<file path="config.mk">
export PLATFORM = sky130hd
export DESIGN_NAME = cv32e40p_prefetch_fifo_ft
export DESIGN_NICKNAME = d
export VERILOG_FILES = /design/src/rtl/cv32e40p_prefetch_fifo_ft.sv
export SDC_FILE = /design/constraint.sdc
export NUM_CORES = 1
export LEC_CHECK = 0
export BUFFER_PORTS_ARGS = -buffer_cell sky130_fd_sc_hd__buf_2
export CELL_PAD_IN_SITES_DETAIL_PLACEMENT = 1
export CELL_PAD_IN_SITES_GLOBAL_PLACEMENT = 2
export CORE_ASPECT_RATIO = 0.9
export CORE_MARGIN = 5
export CORE_UTILIZATION = 46
export CTS_BUF_LIST = sky130_fd_sc_hd__clkbuf_8 sky130_fd_sc_hd__clkbuf_16
export DETAILED_ROUTE_END_ITERATION = 10
export PLACE_DENSITY_LB_ADDON = 0.3
export SYNTH_ARGS = -nofsm -noshare
export SYNTH_HDL_FRONTEND = slang
export SYNTH_SLANG_ARGS = --single-unit
export TNS_END_PERCENT = 5
</file>
<file path="constraint.sdc">
create_clock -name clk -period 5.5 [get_ports clk]
set_input_delay 0.55 -clock clk [delete_from_list [all_inputs] [get_ports clk]]
set_output_delay 0.55 -clock clk [all_outputs]
set_load 0.03 [all_outputs]
</file>
<file path="src/rtl/cv32e40p_prefetch_fifo_ft.sv">
// Instruction prefetch FIFO with per-entry parity, outstanding-request flow control
// and discard of stale responses after a branch flush.
module cv32e40p_prefetch_fifo_ft #(
  parameter int DEPTH           = 4,
  parameter int MAX_OUTSTANDING = 2,
  parameter int PARITY_EN       = 1
) (
  input  logic                       clk,
  input  logic                       rst,
  input  logic                       branch_req_i,
  input  logic                       trans_issued_i,
  input  logic                       resp_valid_i,
  input  logic [31:0]                resp_rdata_i,
  input  logic                       pop_ready_i,
  output logic                       pop_valid_o,
  output logic [31:0]                pop_rdata_o,
  output logic                       req_allow_o,
  output logic [$clog2(DEPTH+1)-1:0] cnt_o,
  output logic                       parity_err_o,
  output logic                       overflow_o
);

  localparam int PW = (DEPTH > 1) ? $clog2(DEPTH) : 1;
  localparam int CW = $clog2(DEPTH + 1);
  localparam int OW = (MAX_OUTSTANDING > 1) ? $clog2(MAX_OUTSTANDING + 1) : 1;
  localparam int SW = $clog2(DEPTH + MAX_OUTSTANDING + 1);

  typedef enum logic {RUN, FLUSH_WAIT} state_t;

  state_t        state, state_next;
  logic [OW-1:0] discard_cnt, discard_next;

  logic [32:0]   mem [DEPTH];
  logic [PW-1:0] rd_ptr, wr_ptr;
  logic [CW-1:0] cnt;
  logic [OW-1:0] outstanding, outstanding_next;
  logic          overflow, parity_err;

  logic          full, push_fire, drop_full, pop_fire, head_bad;
  logic [SW-1:0] occupancy;

  assign full      = (cnt == CW'(DEPTH));
  assign push_fire = (state == RUN) && !branch_req_i && resp_valid_i && !full;
  assign drop_full = (state == RUN) && !branch_req_i && resp_valid_i && full;
  assign pop_fire  = !branch_req_i && pop_ready_i && pop_valid_o;
  assign head_bad  = (PARITY_EN != 0) && ((^mem[rd_ptr][31:0]) != mem[rd_ptr][32]);
  assign occupancy = SW'(cnt) + SW'(outstanding);

  always_comb begin
    outstanding_next = outstanding;
    unique case ({trans_issued_i, resp_valid_i})
      2'b10:   if (outstanding != OW'(MAX_OUTSTANDING)) outstanding_next = outstanding + OW'(1);
      2'b01:   if (outstanding != '0) outstanding_next = outstanding - OW'(1);
      default: outstanding_next = outstanding;
    endcase
  end

  always_ff @(posedge clk) begin
    if (rst) begin
      state       <= RUN;
      discard_cnt <= '0;
    end else begin
      state       <= state_next;
      discard_cnt <= discard_next;
    end
  end

  // A request issued in the flush cycle already targets the new stream, so
  // only the old in-flight responses are counted for discard.
  always_comb begin
    state_next   = state;
    discard_next = discard_cnt;
    unique case (state)
      RUN: begin
        if (branch_req_i) begin
          discard_next = (resp_valid_i && outstanding != '0) ? outstanding - OW'(1) : outstanding;
          if (discard_next != '0) state_next = FLUSH_WAIT;
        end
      end
      FLUSH_WAIT: begin
        if (resp_valid_i && discard_cnt != '0) discard_next = discard_cnt - OW'(1);
        if (discard_next == '0) state_next = RUN;
      end
      default: state_next = RUN;
    endcase
  end

  always_comb begin
    pop_valid_o = (cnt != '0);
    pop_rdata_o = pop_valid_o ? mem[rd_ptr][31:0] : '0;
    req_allow_o = (outstanding < OW'(MAX_OUTSTANDING)) && (occupancy < SW'(DEPTH)) &&
                  (state == RUN);
  end

  always_ff @(posedge clk) begin
    if (rst) begin
      rd_ptr      <= '0;
      wr_ptr      <= '0;
      cnt         <= '0;
      outstanding <= '0;
      overflow    <= 1'b0;
      parity_err  <= 1'b0;
    end else begin
      outstanding <= outstanding_next;
      parity_err  <= pop_fire && head_bad;
      if (drop_full) overflow <= 1'b1;
      if (branch_req_i) begin
        rd_ptr <= '0;
        wr_ptr <= '0;
        cnt    <= '0;
      end else begin
        if (push_fire) wr_ptr <= wr_ptr + PW'(1);
        if (pop_fire)  rd_ptr <= rd_ptr + PW'(1);
        if (push_fire && !pop_fire)      cnt <= cnt + CW'(1);
        else if (pop_fire && !push_fire) cnt <= cnt - CW'(1);
      end
    end
  end

  always_ff @(posedge clk) begin
    if (push_fire) mem[wr_ptr] <= {^resp_rdata_i, resp_rdata_i};
  end

  assign cnt_o        = cnt;
  assign overflow_o   = overflow;
  assign parity_err_o = parity_err;

endmodule
</file>
# == After elaboration in Yosys (flattened, before gate mapping) ==
# Memories as Yosys holds them, arrays and structs flattened. A register that Yosys moved wholly into a read port is not among the register bits.
# Cells that the tools add are included.
# op_classes
muxes,19
bitwise_logic,1
eq_ne,8
magnitude_cmp,2
add_sub_neg,8
reduce_logical,28
# ops
cell,count
XOR reduction 32 bit,2
two-way mux 32 bit,1
two-way mux 2 bit,8
logical AND 1 bit,13
nonzero test 2 bit,5
!= test 2 bit (second input constant),4
one-hot mux 2 bit (2 select lines),2
adder 2 x 1 -> 2 bit (second input constant),3
two-way mux 3 bit,2
two-way mux 1 bit,5
zero test 1 bit,4
subtractor 2 x 1 -> 2 bit (second input constant),2
adder 3 x 1 -> 3 bit (second input constant),1
adder 3 x 2 -> 3 bit,1
== test 3 bit (second input constant),1
less-than comparator 3 bit (second input constant),1
AND reduction 3 bit,1
nonzero test 3 bit,1
subtractor 3 x 1 -> 3 bit (second input constant),1
== test 2 x 1 -> 1 bit (second input constant),1
== test 2 bit (second input constant),1
zero test 2 bit,1
less-than comparator 2 bit (second input constant),1
one-hot mux 1 bit (2 select lines),1
other kinds (3),3
# word_totals
mem_count,1
ram_bits,132
wordCells,75
register_bits,14
input_bits,38
out_inout_bits,39
# memory_table
name,depth,word_bits,read_ports,rd_clocked_by_memory_dff,write_ports,line_no,rtl
mem,4,33,1,1,1,33,logic [32:0] mem [DEPTH];

# == Depth between registers and ports, before layout ==
# logic_depth
word_depth,8
depth_mapped,10
mapped_depth_nobuf,9

# == Least setup slack after synthesis ==
# No wires, ideal clock.
# synth_timing
path_type,register to register
from,register cnt[2] (netlist: cnt_o[2])
to,register cnt[2] (netlist: cnt_o[2])
t_required_ps,5430
n_path_buf,0
synth_period_minus_slack_ps,2436
setup_time_ps,70
path_slack_ps,3064
path_stages_with_launch,10
arrival_time_ps,2366
path_cell_list,dfxtp_1 > or3_1 > and3b_1 > inv_1 > ha_1 > inv_1 > fa_1 > xor2_1 > or3_1 > a21oi_1
# synth_between
elab_chain_len,6
elab_cells_between_ends,14
cone_classes,2 x add/sub; 1 x eq/ne; 2 x mux; 9 x reduce/logical
# synth_lines
element,line_no,rtl
"start, declared",35,logic [CW-1:0] cnt;
"start signal, assigned",114,if (push_fire && !pop_fire) cnt <= cnt + CW'(1);
"start signal, assigned",115,else if (pop_fire && !push_fire) cnt <= cnt - CW'(1);
"parallel branches: the longest is 6 deep, another holds subtractor 3 x 1 -> 3 bit",n/a,
# Parallel ways; which one is timed is not known. The select of a mux whose other input is x is not followed.
# A chain may end at the register's enable or synchronous reset.

==> flow_summary.yaml <==
routing:
  detailroute.via_count: 3384
  drt_iter0_drc: 215
  drt_pass1_iterations: 4
  average_wire_length_per_cell_after_detail_routing_um: 19.7
  route.detailed.drc: 0
  finalWirelength_mm: 13.1
  remaining_antenna_violation_count_after_routing: 0
  drt-vias-per-instance: 5.09
sta:
  final.setup_skew_ps: 10.9
  final.hold.worst_slack_ps: 355
  clock.fmax_ghz: 0.317
  final_hold_viol_count: 0
  layout_setup_ws_ps: 2350
  maxSlewViolCount: 0
  report.final.setup_viol: 0
  unrepaired_setup_endpoints_after_global_routing: "false"
  setup-tns-final_ps: 0
  tightestPinTransition_ps: 1020
  layout_worst_path_cycle_share: 0.574
  max_slew_headroom: 0.321
  min_period_ps: 3150
clock_network:
  cts_hold_buffers: 0
  cts.repair.resized: 0
  cts.root.buffer_cell: "clkbuf_16"
  cts_max_path_buffers: 2
  tritoncts: "yes"
  cts.sink_count: 148
  worstSkewPairLatency_ps: 430
  post_cts_buffers: 0
  htree_num_levels: 4
  clkTransAtPathRegs_ps: 70
  tritoncts.num_buffers: 17
grt:
  global_route.usage.met3: 0.0553
  globalRouteOverflowTotal: 0
  grt-busiest-layer: "met2"
  gr-usage-met1: 0.219
  antenna_found_initial: 0
  first_global_vias: 3743
  grt_max_degree: 35
  grt_first_pass_wirelength_mm: 20.8
  global_route_total_usage_across_every_layer: 0.172
  grt.met2_usage: 0.283
synth:
  netlist.area_leader.share: 0.613
  syn_inst: 372
  syn_nets: 422
  ys.flop_type: "edfxtp_1"
  synthDominantAreaCellType: "edfxtp_1"
  synth_enable_flop_cells: 132
  synth.area.top_cells: "edfxtp_1, mux4_2, xnor2_1"
  synth.cell_area_um2: 6470
  synth_warnings: 0
  proportion_of_synthesized_chip_area_in_sequential_cells: 0.662
  ys_ff_latch: 148
  syn_area_per_cell_um2: 17.4
  ys_types: 34
  async_flop_share: 0
placed_design:
  port-buffer-count: 76
  detailed_place_hpwl_mm: 8.43
  post_dp_cell_area_um2: 7030
  globalplace.congestion: 0.726
  dpl.cell_count: 633
  pre_cts_slack_ps: 2330
power:
  vdd_ir_drop_max_v: 0.000251
  power.density_cell_area_nw_per_um2: 381
  leak_pwr_nw: 2.68
  design_power_total_mw: 2.91
worst_hold_path:
  holdCritPathClass: "primary input to register"
critical_path:
  cp-end-kind: "register"
  setup.worst_path.start_class: "register"
  timing.rr.end: "parity_err_o"
  endpoint: "parity_err_o"
  timing_worst_setup_path_type: "register to register"
  r2r_slack_ps: 2350
  worst-endpoint-required_ps: 5810
  critPathMaxFanout: 22
  ff2ff_path_depth: 7
  worstPathArrival_ps: 3470
final_layout:
  final_cells: 665
  final_nets: 509
  n_antenna_cell: 0
  fraction_of_final_layout_cells_with_drive_strength_greater_than_1: 0.320
  fillCellCount: 1297
  final_cell_area_um2: 7630
  post-route-util: 0.549
  final_cell_mix: "edfxtp_1, buf_2, xnor2_1"
  layout.cells.most_common: "edfxtp_1"
  area_growth_syn_to_layout_pct: 17.9
floorplanning:
  die_footprint_um2: 16500
  boundaryPins: 77
  y_dimension_of_the_die_um: 123
  dieWidth_um: 135
  initial_core_utilization: 0.465
  core_area_um2: 13900
  fp-row-count: 41
run_status:
  outcome: "complete, no violations"
job:
  number_of_max_cap_violations: 0
[final cells by class]
class	count	area, µm²	share of cell area
Tap cell	193	241	0.0317
Inverter	11	41.3	0.00541
Clock inverter	12	104	0.0136
Multi-Input combinational cell	199	2040	0.267
Sequential cell	148	4290	0.562
Timing Repair Buffer	82	425	0.0558
Clock buffer	20	489	0.0642
[worst max-delay path, cell delays in order, from the launching register on]
cell and delay (ps):
dfxtp_2 610, buf_4 490, mux4_2 590, xnor2_1 300, xnor2_1 150, xnor2_1 270, xnor3_1 480, mux2i_1 140
[worst min-delay path by stage]
stage | from | end | slack (ps) | cells after the start
after global routing | resp_rdata_i[12] | mem[2][12] | 340 | 1
after floorplan | discard_cnt[0] | discard_cnt[0] | 480 | 2
after global placement | overflow_o | overflow_o | 460 | 2
after CTS | resp_rdata_i[7] | mem[2][7] | 340 | 1
final | resp_rdata_i[12] | mem[2][12] | 360 | 1
after detailed placement | overflow_o | overflow_o | 480 | 2
[power by group]
group	leakage, nW	switching [mW]	total (mW)	internal [mW]
Sequential	1.33	0.0210	1.30	1.28
Clock	0.293	0.490	1.15	0.658
Combinational	1.06	0.261	0.462	0.201
[cell usage after synthesis (2+ instances only)]
master / n
a211oi_1: 3
a21oi_1: 5
a31oi_1: 2
and2_1: 36
buf_12: 2
buf_2: 3
buf_6: 2
clkbuf_1: 6
dfxtp_1: 16
edfxtp_1: 132
ha_1: 11
inv_1: 11
mux2i_1: 3
mux4_2: 33
nand2_1: 3
nand3_1: 2
nor2_1: 17
o21ai_0: 2
or3_1: 3
xnor2_1: 55
xnor3_1: 2
xor2_1: 11
[metal layers]
layer  part of all wire  up-vias
li1                   -     1573
met5                  0        -
met2               0.50       63
met4              0.014        0
met1               0.44     1730
met3              0.044       18
[state kept, by name (all words and copies together), names as in the netlist, named ones only]
| signal | count |
|---|---|
| state | 1 |
| overflow_o | 1 |
| cnt_o | 3 |
| parity_err_o | 1 |
| mem | 132 |
| rd_ptr | 2 |
| outstanding | 2 |
| discard_cnt | 2 |
| wr_ptr | 2 |
[kinds of logic (layout without fill, tap and decap cells)]
family | Yosys count | after routing | synth area share
multiplexers | 36 | 36 | 0.120
AND/OR/NAND/NOR | 65 | 65 | 0.0549
XOR/XNOR | 69 | 69 | 0.0988
flip-flops | 148 | 148 | 0.662
buffers and inverters | 25 | 125 | 0.0226
adder cells (fa/ha/maj) | 12 | 12 | 0.0244
AO/OA/AOI/OAI | 17 | 17 | 0.0176
Note: power is estimated with default switching activity, not from simulation.
